==> src/rtl/sr_lock_pkg.sv <==
// sr_lock_pkg: shared state encodings and requester sizing for the lock arbiter.
package sr_lock_pkg;
   localparam int NREQ = 4;
   localparam int IW = 2;
   typedef enum logic [1:0] {
      IDLE    = 2'd0,
      GRANT   = 2'd1,
      RELEASE = 2'd2
   } state_e;
endpackage

==> src/rtl/sr_flag.sv <==
// sr_flag: synchronous set/reset flag, reset input has priority over set.
module sr_flag (
   input  logic CK,
   input  logic RB,
   input  logic S,
   input  logic R,
   output logic Q,
   output logic QB
);
   logic q_q;
   always_ff @(posedge CK) begin
      if (!RB)   q_q <= 1'b0;
      else if (R) q_q <= 1'b0;
      else if (S) q_q <= 1'b1;
   end
   assign Q  = q_q;
   assign QB = ~q_q;
endmodule

==> src/rtl/sr_lock_arbiter.sv <==
// sr_lock_arbiter: round-robin lock arbiter with bounded hold time and a forced-release pulse.
module sr_lock_arbiter
   import sr_lock_pkg::*;
#(
   parameter int HOLD_MAX = 15,
   parameter int CW = 8
) (
   input  logic            CK,
   input  logic            RB,
   input  logic [NREQ-1:0] REQ,
   output logic [NREQ-1:0] GNT,
   output logic [IW-1:0]   OWNER,
   output logic            BUSY,
   output logic            TIMEOUT
);
   state_e          state_q, state_d;
   logic [IW-1:0]   ptr_q, ptr_d, owner_q, owner_d, sel;
   logic [CW-1:0]   cnt_q, cnt_d;
   logic            to_q, to_d, set_s, clr_r, found, unused_qb;
   always_comb begin
      sel   = ptr_q;
      found = 1'b0;
      for (int i = 0; i < NREQ; i++) begin
         if (!found && REQ[ptr_q + IW'(i)]) begin
            sel   = ptr_q + IW'(i);
            found = 1'b1;
         end
      end
   end
   always_comb begin
      state_d = state_q;
      ptr_d   = ptr_q;
      owner_d = owner_q;
      cnt_d   = cnt_q;
      to_d    = 1'b0;
      set_s   = 1'b0;
      clr_r   = 1'b0;
      unique case (state_q)
         IDLE: begin
            cnt_d = '0;
            if (|REQ) begin
               state_d = GRANT;
               owner_d = sel;
               set_s   = 1'b1;
            end
         end
         GRANT: begin
            cnt_d = cnt_q + CW'(1);
            // Owner dropping its request wins over the hold limit: no timeout then.
            if (!REQ[owner_q] || cnt_q == CW'(HOLD_MAX - 1)) begin
               state_d = RELEASE;
               clr_r   = 1'b1;
               to_d    = REQ[owner_q];
            end
         end
         RELEASE: begin
            state_d = IDLE;
            ptr_d   = owner_q + IW'(1);
            cnt_d   = '0;
         end
         default: state_d = IDLE;
      endcase
   end
   always_ff @(posedge CK) begin
      if (!RB) begin
         state_q <= IDLE;
         ptr_q   <= '0;
         owner_q <= '0;
         cnt_q   <= '0;
         to_q    <= 1'b0;
      end else begin
         state_q <= state_d;
         ptr_q   <= ptr_d;
         owner_q <= owner_d;
         cnt_q   <= cnt_d;
         to_q    <= to_d;
      end
   end
   sr_flag u_busy (
      .CK (CK),
      .RB (RB),
      .S  (set_s),
      .R  (clr_r),
      .Q  (BUSY),
      .QB (unused_qb)
   );
   assign GNT     = (state_q == GRANT) ? (NREQ'(1) << owner_q) : '0;
   assign OWNER   = owner_q;
   assign TIMEOUT = to_q;
endmodule
==> config.mk <==
export PLATFORM = sky130hd
export DESIGN_NAME = sr_lock_arbiter
export DESIGN_NICKNAME = d
export VERILOG_FILES = /design/src/rtl/sr_lock_pkg.sv /design/src/rtl/sr_flag.sv /design/src/rtl/sr_lock_arbiter.sv
export SDC_FILE = /design/constraint.sdc
export NUM_CORES = 1
export LEC_CHECK = 0
export BUFFER_PORTS_ARGS = -buffer_cell sky130_fd_sc_hd__buf_2
export CORE_MARGIN = 3
export CORE_UTILIZATION = 40
export CTS_BUF_LIST = sky130_fd_sc_hd__clkbuf_4 sky130_fd_sc_hd__clkbuf_8
export DETAILED_ROUTE_END_ITERATION = 10
export GPL_TIMING_DRIVEN = 1
export MAX_ROUTING_LAYER = met4
export PLACE_DENSITY = 0.57
export SYNTH_ARGS = -nofsm -noshare
export SYNTH_HDL_FRONTEND = slang
export SYNTH_SLANG_ARGS = --single-unit
==> constraint.sdc <==
create_clock -name CK -period 1.64 [get_ports CK]
set_input_delay 0.246 -clock CK [delete_from_list [all_inputs] [get_ports CK]]
set_output_delay 0.246 -clock CK [all_outputs]
set_load 0.01 [all_outputs]
## Yosys cells after proc, flatten, opt, wreduce, memory -nomap -nowiden

Cells that the tools add are included.
W data, S select, Z words.

- $add $sub $neg: 5
- $lt $le $gt $ge: 5
- Equality and inequality tests: 5
- Shifts and indexed selects: 1
- Multiplexer cells: 25
- Bitwise gates (word level): 1
- Reduce and logical (&&, ||, !) cells: 16

Operators by type and width:

| cell | number |
|---|---|
| $pmux W8 S2 | 1 |
| $lt A2 B3 Y1 const B | 5 |
| $mux W1 | 12 |
| $bmux W1 S2 | 5 |
| $mux W2 | 5 |
| $add A8 B1 Y8 const B | 1 |
| $eq A8 B4 Y1 const B | 1 |
| $add A2 B1 Y2 const B | 2 |
| $add A2 B2 Y2 const B | 2 |
| $logic_not A1 Y1 | 4 |
| $mux W4 | 1 |
| $ne A2 B2 Y1 const B | 2 |
| $pmux W2 S2 | 1 |
| $reduce_and A2 Y1 | 2 |
| $reduce_or A2 Y1 | 2 |
| $reduce_or A4 Y1 | 1 |
| $shl A1 B2 Y4 const A | 1 |
| $logic_and A1 B1 Y1 | 3 |
| $reduce_and A3 Y1 | 1 |
| $eq A2 B1 Y1 const B | 1 |
| $eq A2 B2 Y1 const B | 1 |
| $logic_not A2 Y1 | 1 |
| $reduce_bool A2 Y1 | 1 |
| $logic_or A1 B1 Y1 | 1 |
| $not A1 Y1 | 1 |

- Flip-flop bits (word level): 16
- Bits of input ports: 6
- Output and inout bits: 8
- Word-level logic and storage cells: 64

## Longest topological paths before layout

Gate-level depths: netlist (run 1).

- Depth in word-level cells: 12
- Gate-level depth with buffers: 6
- Gate-level depth less buffers: 6

## By module

A second synthesis (run 1) with hierarchy kept.

- Cells, all modules: 96
- Area, all modules: 839.6 µm²

By module, submodules not included:

| module | instances | cells each | area an instance (µm²) | seq. area each (µm²) |
|---|---|---|---|---|
| sr_lock_arbiter | 1 | 92 | 799.5 | 300.3 |
| sr_flag | 1 | 4 | 40.0 | 20.0 |

## Worst setup path after synthesis (run 1)

No wires, ideal clock.

- Kind: reg2reg
- Start: register owner_q[0], in the netlist OWNER[0]
- End: register state_q[0]
- Setup time: 0.121 ns
- Arrival: 1.174 ns
- Required time: 1.519 ns
- Setup slack: 0.345 ns
- Stages on the path, launching flop included: 4
- Buffers on the path: 0
- Clock period less this slack: 1.295 ns
- Cell sequence: dfxtp_1 mux4_2 inv_1 o21ai_0

- Longest elaborated chain between the ends: 6

Ends and longest elaborated chain:

| element | RTL line | text |
|---|---|---|
| from (decl) | sr_lock_arbiter.sv:17 | `logic [IW-1:0] ptr_q, ptr_d, owner_q, owner_d, sel;` |
| from (signal assigned) | sr_lock_arbiter.sv:74 | `owner_q <= owner_d;` |
| $bmux W1 S2 | sr_lock_arbiter.sv:50 | `if (!REQ[owner_q] \|\| cnt_q == CW'(HOLD_MAX - 1)) begin` |
| $mux W1 (not written as such) | sr_lock_arbiter.sv:50 |  |
| $logic_not A1 Y1 | sr_lock_arbiter.sv:50 |  |
| $logic_or A1 B1 Y1 | sr_lock_arbiter.sv:50 |  |
| $ne A2 B2 Y1 (no line) | - |  |
| $reduce_and A2 Y1 (no line) | - |  |
| to (signal assigned) | sr_lock_arbiter.sv:72 | `state_q <= state_d;` |
| to (decl) | sr_lock_arbiter.sv:16 | `state_e state_q, state_d;` |

No other way between the ends. The select of a mux whose other input is x is not followed.
A chain may end at the register's enable or synchronous reset.

## Worst setup path in the final report (run 1)

- Start: register owner_q[1], in the netlist OWNER[1]
- End: output GNT[1]

- Longest elaborated chain between the ends: 2

Ends and longest elaborated chain:

| element | RTL line | text |
|---|---|---|
| $shl A1 B2 Y4 | sr_lock_arbiter.sv:87 | `assign GNT = (state_q == GRANT) ? (NREQ'(1) << owner_q) : '0;` |
| $mux W4 | sr_lock_arbiter.sv:87 |  |
| to (decl) | sr_lock_arbiter.sv:11 | `output logic [NREQ-1:0] GNT,` |

No other way between the ends.

==> impl_metrics.env, run 1 <==
export IMPL_endpoint_kind="output pin"
export IMPL_grt_antenna_before_repair=0
export IMPL_path_class="register to output pin"
export IMPL_drt_wirelength_per_cell_um=11.4
export IMPL_drive_above_1_share_pct=20.0
export IMPL_status="finished clean"
export IMPL_die_area_um2=2710
export IMPL_critPathLaunchType="register"
export IMPL_dp_cells=138
export IMPL_synth_ff_type="dfxtp_1"
export IMPL_ir_drop_uv=440
export IMPL_drcViolationCount=0
export IMPL_cts_path_max_buffers=2
export IMPL_hold_viol_final=0
export IMPL_start_util_pct=42.8
export IMPL_arrival_ns=1.26
export IMPL_drtIter0Drc=4
export IMPL_seq_power_share_pct=51.5
export IMPL_hold_depth=3
export IMPL_power_share_switching_pct=28.6
export IMPL_numCtsBuffers=3
export IMPL_fin_nets=128
export IMPL_hpwl_um=1270
export IMPL_cts_tree="built"
export IMPL_rsz0062_at_grt="false"
export IMPL_netlist_area_um2=848
export IMPL_clkPwrFrac_pct=31.2
export IMPL_reg2reg_depth=6
export IMPL_hp_class="primary input to register"
export IMPL_avgSynthCellArea_um2=8.48
export IMPL_fin_worst_skew_ns=0.00573
export IMPL_n_fill_cell=204
export IMPL_min_from="RB"
export IMPL_whs_ns=0.287
export IMPL_clk_root_buffer_cell="clkbuf_4"
export IMPL_worstReg2RegStart="cnt_q[0]"
export IMPL_yosysUniqueCellTypes=29
export IMPL_clk_latency_ns=0.29
export IMPL_required_ns=1.39
export IMPL_r2r_setup_slack_ns=0.26
export IMPL_grt_max_degree=11
export IMPL_synth_edf_count=0
export IMPL_core_area_um2=1980
export IMPL_ant_nets=0
export IMPL_antenna_cells=0
export IMPL_die_h_um=52.1
export IMPL_finalSetupViolations=0
export IMPL_synth_cells=100
export IMPL_gp_congestion=0.784
export IMPL_cts_setup_buffers=0
export IMPL_setup_slack_ns=0.137
export IMPL_slew_viol_final=0
export IMPL_setup_tns_ns=0
export IMPL_std_cell_rows=16
export IMPL_grt_use_total_pct=14.7
export IMPL_p_leak_nw=0.417
export IMPL_p_sw_uw=244
export IMPL_fin_crit_ns=1.50
export IMPL_worstPathMaxFanout=6
export IMPL_max_freq_mhz=665
export IMPL_internal_power_uw=610
export IMPL_reg2reg_to="state_q[0]"
export IMPL_viasPerCell=5.04
export IMPL_postRouteWirelength_um=1630
export IMPL_via_count=715
export IMPL_ys_ff_latch=16
export IMPL_syn2layout_area_growth_pct=15.3
export IMPL_relSlewSlack_pct=72.2
export IMPL_maxCapViolations=0
export IMPL_worst_slew_pin_slew_ns=0.406
export IMPL_fin_crit_sh_pct=91.6
export IMPL_first_pass_iters=4
export IMPL_grt_pass1_vias=670
export IMPL_synthArstFlopShare_pct=0
export IMPL_detailedPlace_worstSlack_ns=0.278
export IMPL_synth_yosys_seq_area_share_pct=37.8
export IMPL_fin_cells=142
export IMPL_ios=14
export IMPL_final_util_pct=49.4
export IMPL_worst_hold_path_endpoint="u_busy.Q"
export IMPL_syn_nets=112
export IMPL_power_density_nw_per_um2=874
export IMPL_ys_warn_count=0
export IMPL_clock_sinks=16
export IMPL_path_clk_slew_ns=0.10
export IMPL_htreeDepth=1
export IMPL_grt_pass1_wl_um=2840
export IMPL_comb_power_share_pct=17.3
export IMPL_io_buffers=13
export IMPL_overflow=0
export IMPL_die_w_um=52.1
-- kinds of logic after synthesis --
logic type                 Yosys count  synth area share (%)
AOI/OAI and AO/OA                   15                  9.88
xor gates and xnor gates             7                  7.23
adders and majority gates            6                  8.85
buffers and inverters                8                  3.69
DFF                                 16                  37.8
muxes                                2                  3.83
and+or+nand+nor                     46                  28.8
-- flip-flops by register name, indices dropped and copies added, names as in the netlist --
name / cells
cnt_q: 8
OWNER: 2
ptr_q: 2
state_q: 2
TIMEOUT: 1
u_busy.Q: 1
-- through the flow --
step | total power [mW] | instance area, um^2
5_1_grt | 0.900 | 978
4_1_cts | 0.861 | 975
3_5_place_dp | 0.596 | 938
2_1_floorplan | 0.542 | 848
3_3_place_gp | 0.595 | 938
6_report | 0.855 | 978
-- cell usage in the layout, fill, tap and decap left out, types with 2 or more instances in the layout --
cell type / netlist / layout
nand3_1: 5 / 5
nor3_1: 2 / 2
and2_1: 5 / 5
inv_1: 6 / 6
o21ai_0: 6 / 6
xor2_1: 6 / 6
ha_1: 6 / 6
clkbuf_4: 0 / 3
nand2_1: 8 / 8
nor2_1: 12 / 12
nor2b_1: 5 / 4
dfxtp_1: 16 / 15
a21oi_1: 6 / 6
buf_2: 1 / 13
-- how the worst max path moves through the flow --
stage,from,cells past startpoint,to
2_1_floorplan,OWNER[0],3,state_q[0]
3_3_place_gp,OWNER[0],3,state_q[0]
3_5_place_dp,OWNER[0],3,state_q[0]
4_1_cts,OWNER[0],4,GNT[0]
5_1_grt,state_q[1],3,GNT[2]
6_report,OWNER[1],4,GNT[1]
-- final cells by class --
type	count	area (um^2)	share of cell area [%]
clock buffers	4	36.3	3.71
multi-input cells	76	499	51.0
well taps	27	33.8	3.45
repair buffers	13	65.1	6.65
flip-flops and latches	16	322	32.9
inverters	6	22.5	2.30
-- power by group through the flow --
stage	combinational [mW]	sequential, mW	clock [mW]
global placement	0.146	0.449	0
CTS	0.149	0.439	0.272
global route	0.171	0.445	0.284
finish	0.148	0.440	0.267
detailed placement	0.148	0.448	0
floorplan	0.0999	0.442	0
-- Yosys cell counts (all sizes together) (3+ instances only) --
cell type,number,area share (%)
nor2,12,5.3
ha,6,8.8
nand2,8,3.5
nor3,3,2.4
xor2,6,6.2
a21oi,6,3.5
nor2b,5,3.7
nand3,5,2.9
o21ai,6,3.5
dfxtp,16,38
and2,5,3.7
inv,6,2.7
-- worst max-delay path, cell delays in order, from the launching register on --
cell     delay, ns
dfxtp_1       0.44
inv_1         0.09
ha_1          0.18
and2_1        0.13
buf_2         0.13
-- repair_timing --
| action | 4_1_cts | 5_1_grt |
|---|---|---|
| hold buffers | 0 | 0 |
| setup endpoints to repair | 0 | 4 |
| resized for setup | 0 | 2 |
-- metal layers --
| layer | vias up | GRT usage [%] | wire length, um |
|---|---|---|---|
| met5 | - | - | 0 |
| met4 | 0 | 5.24 | 23 |
| met3 | 4 | 5.16 | 69 |
| met2 | 12 | 26.6 | 784 |
| met1 | 328 | 14.4 | 747 |
| li1 | 371 | - | - |
Power figures use the tool's default switching activity.
==> run 2: changes to the inputs <==
ABC_AREA = 1   (was default)
PLACE_DENSITY = default   (was 0.57)
==> impl_metrics.env, run 2 <==
export IMPL_grt_antenna_before_repair=0
export IMPL_ys_ff_latch=16
export IMPL_postRouteWirelength_um=2170
export IMPL_gp_congestion=0.838
export IMPL_avgSynthCellArea_um2=6.52
export IMPL_die_h_um=57.9
export IMPL_arrival_ns=1.67
export IMPL_synth_ff_type="dfxtp_1"
export IMPL_synthTopCellsByCount="nand2_1, inv_1, dfxtp_1"
export IMPL_endpoint_kind="register"
export IMPL_grt_pass1_wl_um=3770
export IMPL_grt_pass1_vias=920
export IMPL_worstReg2RegStart="ptr_q[0]"
export IMPL_required_ns=1.83
export IMPL_ios=14
export IMPL_netlist_area_um2=1080
export IMPL_power_density_nw_per_um2=872
export IMPL_viasPerCell=4.70
export IMPL_reg2reg_depth=12
export IMPL_hpwl_um=1760
export IMPL_finalSetupViolations=0
export IMPL_clock_sinks=16
export IMPL_numCtsBuffers=3
export IMPL_cts_path_max_buffers=2
export IMPL_synth_area_top_cells="dfxtp_1, nand2_1, inv_1, ha_1, a21oi_1"
export IMPL_synth_edf_count=0
export IMPL_status="finished clean"
export IMPL_cts_tree="built"
export IMPL_ant_nets=0
export IMPL_synth_top_area_cell="dfxtp_1"
export IMPL_die_area_um2=3350
export IMPL_via_count=992
export IMPL_synth_cells=165
export IMPL_yosysTopAreaCellShare_pct=29.8
export IMPL_fin_crit_sh_pct=90.6
export IMPL_die_w_um=57.9
export IMPL_reg2reg_to="OWNER[1]"
export IMPL_largest_reg_flops=8
export IMPL_setup_tns_ns=0
export IMPL_critPathLaunchType="register"
export IMPL_start_util_pct=42.7
export IMPL_min_from="RB"
export IMPL_first_pass_iters=4
export IMPL_relSlewSlack_pct=82.4
export IMPL_hp_class="primary input to register"
export IMPL_worst_slew_pin_slew_ns=0.262
export IMPL_io_buffers=13
export IMPL_drive_above_1_share_pct=21.5
export IMPL_std_cell_rows=18
export IMPL_ys_warn_count=0
export IMPL_clk_root_buffer_cell="clkbuf_4"
export IMPL_layout_commonest_cell="nand2_1"
export IMPL_path_clk_slew_ns=0.09
export IMPL_r2r_setup_slack_ns=0.15
export IMPL_path_class="register to register"
export IMPL_ir_drop_uv=790
export IMPL_cts_setup_buffers=0
export IMPL_clk_latency_ns=0.28
export IMPL_max_freq_mhz=673
export IMPL_worstPathMaxFanout=9
export IMPL_drtIter0Drc=23
export IMPL_fin_crit_ns=1.49
export IMPL_cp_startpoint="ptr_q[0]"
export IMPL_drt_wirelength_per_cell_um=10.3
export IMPL_syn_nets=177
export IMPL_hold_depth=3
export IMPL_p_leak_nw=0.615
export IMPL_antenna_cells=0
export IMPL_synth_yosys_seq_area_share_pct=29.8
export IMPL_regMostFlops="cnt_q"
export IMPL_grt_use_total_pct=14.4
export IMPL_worst_hold_path_endpoint="ptr_q[0]"
export IMPL_final_util_pct=47.6
export IMPL_hold_viol_final=0
export IMPL_drcViolationCount=0
export IMPL_htreeDepth=1
export IMPL_yosysUniqueCellTypes=23
export IMPL_syn2layout_area_growth_pct=11.6
export IMPL_overflow=0
export IMPL_layout_common_cells="nand2_1, inv_1, dfxtp_1"
export IMPL_fin_nets=195
export IMPL_fin_worst_skew_ns=0.00429
export IMPL_rsz0062_at_grt="false"
export IMPL_yosysMostFrequentCell="nand2_1"
export IMPL_slew_viol_final=0
export IMPL_core_area_um2=2520
export IMPL_maxCapViolations=0
export IMPL_grt_max_degree=10
export IMPL_synthArstFlopShare_pct=0
-- run 2: cell types whose count changed in the layout (fill, tap and decap cells not counted), sizes merged, moves of 4 or more --
| cell | delta |
|---|---|
| a21oi | +7 |
| nor2b | -5 |
| xor2 | -5 |
| inv | +26 |
| nand2 | +43 |
| nand3 | +8 |
| nor3 | +4 |
| and2 | -5 |
-- run 2: logic make-up after synthesis --
kind of cell	synth area share [%]
and+or+nand+nor	39.5
buffers and inverters	12.2
AOI/OAI and AO/OA	10.7
DFF	29.8
adders and majority gates	6.98
xor gates and xnor gates	0.814
-- run 2: power by group --
group | switching, mW | internal (mW) | total, mW
logic | 0.250 | 0.134 | 0.384
registers | 0.0398 | 0.423 | 0.462
clock network | 0.115 | 0.0852 | 0.201
-- run 2: cell type report --
type	count	area, um^2
fill	269	1320
multi-input combinational	116	627
sequential	16	322
inverter	32	120
timing repair buffer	14	72.6
tap	30	37.5
clock buffer	3	22.5
-- run 2: what timing repair did --
action                     4_1_cts  5_1_grt
gates resized for setup          0        2
setup endpoints to repair        0        4
hold buffers                     0        0
-- run 2: routing by layer --
layer  GRT usage [%]  up-vias  wire length [um]
met4            3.97        0                11
met5               -        -                 0
met3            2.90        2                61
met2            21.8       12               922
li1                -      550                 -
met1            19.6      428              1180
-- run 2: worst max-delay path by stage --
| stage | depth (start not counted) | to | slack [ns] |
|---|---|---|---|
| after floorplan | 12 | OWNER[1] | 0.38 |
| after global placement | 12 | OWNER[1] | 0.19 |
| after detailed placement | 12 | OWNER[1] | 0.16 |
| after CTS | 5 | GNT[0] | 0.05 |
| after global routing | 13 | OWNER[1] | 0.03 |
| final | 12 | OWNER[1] | 0.15 |
-- run 2: through the flow --
| step | instance area [um^2] | setup WS (ns) | cells | hold WS, ns | power, mW |
|---|---|---|---|---|---|
| after floorplan | 1080 | 0.377 | 165 | 0.384 | 0.753 |
| after global placement | 1170 | 0.186 | 208 | 0.495 | 0.849 |
| after detailed placement | 1170 | 0.164 | 208 | 0.501 | 0.852 |
| after CTS | 1200 | 0.0469 | 211 | 0.239 | 1.05 |
| after global routing | 1200 | 0.0259 | 211 | 0.263 | 1.13 |
| final | 1200 | 0.154 | 211 | 0.254 | 1.05 |
-- run 2: critical path: stages, from the launching register on --
cell,delay [ns]
dfxtp_1,0.38
buf_4,0.19
nand2_1,0.06
nand3_1,0.13
nand2_4,0.09
nor2_8,0.12
nand2_2,0.05
nand2_2,0.05
nand2_1,0.05
nand2_1,0.05
nand3_1,0.10
nand2_1,0.08
inv_1,0.03
==> run 3: changes to the inputs <==
CAP_MARGIN = 25   (was default)
clock period = 1.2 ns   (was 1.64 ns; I/O delays follow)
==> impl_metrics.env, run 3 (same netlist as run 2, synthesis figures left out) <==
export IMPL_drcViolationCount=0
export IMPL_layout_commonest_cell="nand2_1"
export IMPL_fin_worst_skew_ns=0.00216
export IMPL_largest_reg_flops=8
export IMPL_path_class="register to register"
export IMPL_regMostFlops="cnt_q"
export IMPL_rsz0062_at_grt="true"
export IMPL_drive_above_1_share_pct=56.3
export IMPL_die_w_um=57.9
export IMPL_power_density_nw_per_um2=1120
export IMPL_cts_path_max_buffers=2
export IMPL_grt_max_degree=10
export IMPL_cts_tree="built"
export IMPL_seq_power_share_pct=33.2
export IMPL_clock_sinks=16
export IMPL_max_freq_mhz=689
export IMPL_p_sw_uw=738
export IMPL_internal_power_mw=1.18
export IMPL_place_area_um2=1330
export IMPL_die_h_um=57.9
export IMPL_grt_pass1_vias=1127
export IMPL_required_ns=1.41
export IMPL_setup_tns_ns=-1.27
export IMPL_hp_class="primary input to register"
export IMPL_hold_viol_final=0
export IMPL_layout_common_cells="nand2_1, buf_4, inv_1"
export IMPL_slew_viol_final=0
export IMPL_n_fill_cell=210
export IMPL_viasPerCell=5.09
export IMPL_fin_crit_sh_pct=121
export IMPL_whs_ns=0.161
export IMPL_hold_buffers=0
export IMPL_gp_congestion=0.947
export IMPL_core_area_um2=2520
export IMPL_crit_buf_inv=2
export IMPL_regArea_um2=345
export IMPL_overflow=0
export IMPL_path_clk_slew_ns=0.10
export IMPL_relSlewSlack_pct=85.0
export IMPL_ant_nets=0
export IMPL_hpwl_um=1990
export IMPL_worstPathMaxFanout=6
export IMPL_finalSetupViolations=13
export IMPL_worst_slew_pin_slew_ns=0.224
export IMPL_grt_use_total_pct=18.8
export IMPL_syn2layout_area_growth_pct=59.8
export IMPL_status="complete, but fails checks"
export IMPL_ios=14
export IMPL_io_buffers=13
export IMPL_comb_power_share_pct=46.8
export IMPL_timing_critical_path_cells="buf_12 -> nand2_2 -> nand2_1 -> nand2_2 -> nand2_4 -> nor2_8 -> nand2_2 -> nand2_2 -> nand2_1 -> nand2_1 -> nand3_2 -> nand2_1 -> inv_1"
export IMPL_p_leak_nw=0.833
export IMPL_clkPwrFrac_pct=20.0
export IMPL_start_util_pct=42.7
export IMPL_postRouteWirelength_um=3150
export IMPL_multi_input_area_um2=792
export IMPL_arrival_ns=1.66
export IMPL_setup_slack_ns=-0.251
export IMPL_numCtsBuffers=3
export IMPL_detailedPlace_worstSlack_ns=-0.169
export IMPL_design_area_um2=1720
export IMPL_crit_family="simple AND/OR/NAND/NOR gates"
export IMPL_die_area_um2=3350
export IMPL_cpMaxStageDelayCell="dfxtp_4"
export IMPL_std_cell_rows=18
export IMPL_clk_root_buffer_cell="clkbuf_4"
export IMPL_violations="setup timing"
export IMPL_antenna_cells=0
export IMPL_cpPeakStageDelay_ns=0.39
export IMPL_critPathLaunchType="register"
export IMPL_power_share_switching_pct=38.4
export IMPL_ir_drop_uv=828
export IMPL_drt_wirelength_per_cell_um=12.9
export IMPL_clk_latency_ns=0.30
export IMPL_fin_crit_ns=1.45
export IMPL_final_util_pct=68.2
export IMPL_endpoint_kind="register"
export IMPL_grt_pass1_wl_um=4870
export IMPL_via_count=1248
export IMPL_first_pass_iters=6
export IMPL_maxCapViolations=0
export IMPL_fin_nets=228
export IMPL_drtIter0Drc=38
export IMPL_grt_antenna_before_repair=0
export IMPL_htreeDepth=1
==> run 3: changes by cell type in the layout (fill, tap and decap cells not counted), sizes merged <==
cell,delta
clkbuf,+1
buf,+33
==> run 3: layout make-up <==
cell class	instances	share of cell area (%)
sequential	16	20.1
tap	30	2.18
clock buffer	4	2.11
timing repair buffer	47	22.1
multi-input combinational	116	46.1
inverter	32	7.42
==> run 3: power groups by stage <==
stage	sequential, mW	combinational (mW)	clock, mW
after CTS	0.634	0.737	0.403
after global routing	0.647	0.982	0.431
final	0.637	0.898	0.383
after global placement	0.634	0.626	0
after floorplan	0.645	0.391	0
after detailed placement	0.635	0.631	0
==> run 3: stage by stage <==
stage / total power, mW / instances
2_1_floorplan: 1.04 / 165
3_3_place_gp: 1.26 / 225
3_5_place_dp: 1.27 / 225
4_1_cts: 1.77 / 234
5_1_grt: 2.06 / 245
6_report: 1.92 / 245
==> run 3: routing by layer <==
layer / GRT usage (%) / wire length [um] / vias up / part of all wire [%]
li1: - / - / 620 / -
met1: 23.5 / 1390 / 589 / 44
met2: 29.7 / 1600 / 32 / 51
met3: 3.12 / 109 / 7 / 3.5
met4: 8.28 / 51 / 0 / 1.6
met5: - / 0 / - / 0
==> run 3: final timing paths <==
check                   to  cells after the start       start  slack [ns]
setup / recovery  OWNER[1]                     13    ptr_q[0]       -0.25
setup reg to reg  OWNER[1]                     13    ptr_q[0]       -0.25
hold reg to reg   cnt_q[0]                      2  state_q[1]        0.51
hold / removal    ptr_q[1]                      3          RB        0.16
==> run 3: repair_timing <==
item | 4_1_cts | 5_1_grt
setup buffers | 5 | 11
pin swaps | 9 | 18
gates cloned | 0 | 0
resized for setup | 30 | 42
endpoints found under the setup margin | 11 | 17
==> run 3: worst register-to-register path: cells and delay by family (launching register included) <==
kind                   cells  cell delay [ns]
and+or+nand+nor           11             0.79
buffers and inverters      2             0.18
DFF                        1             0.39
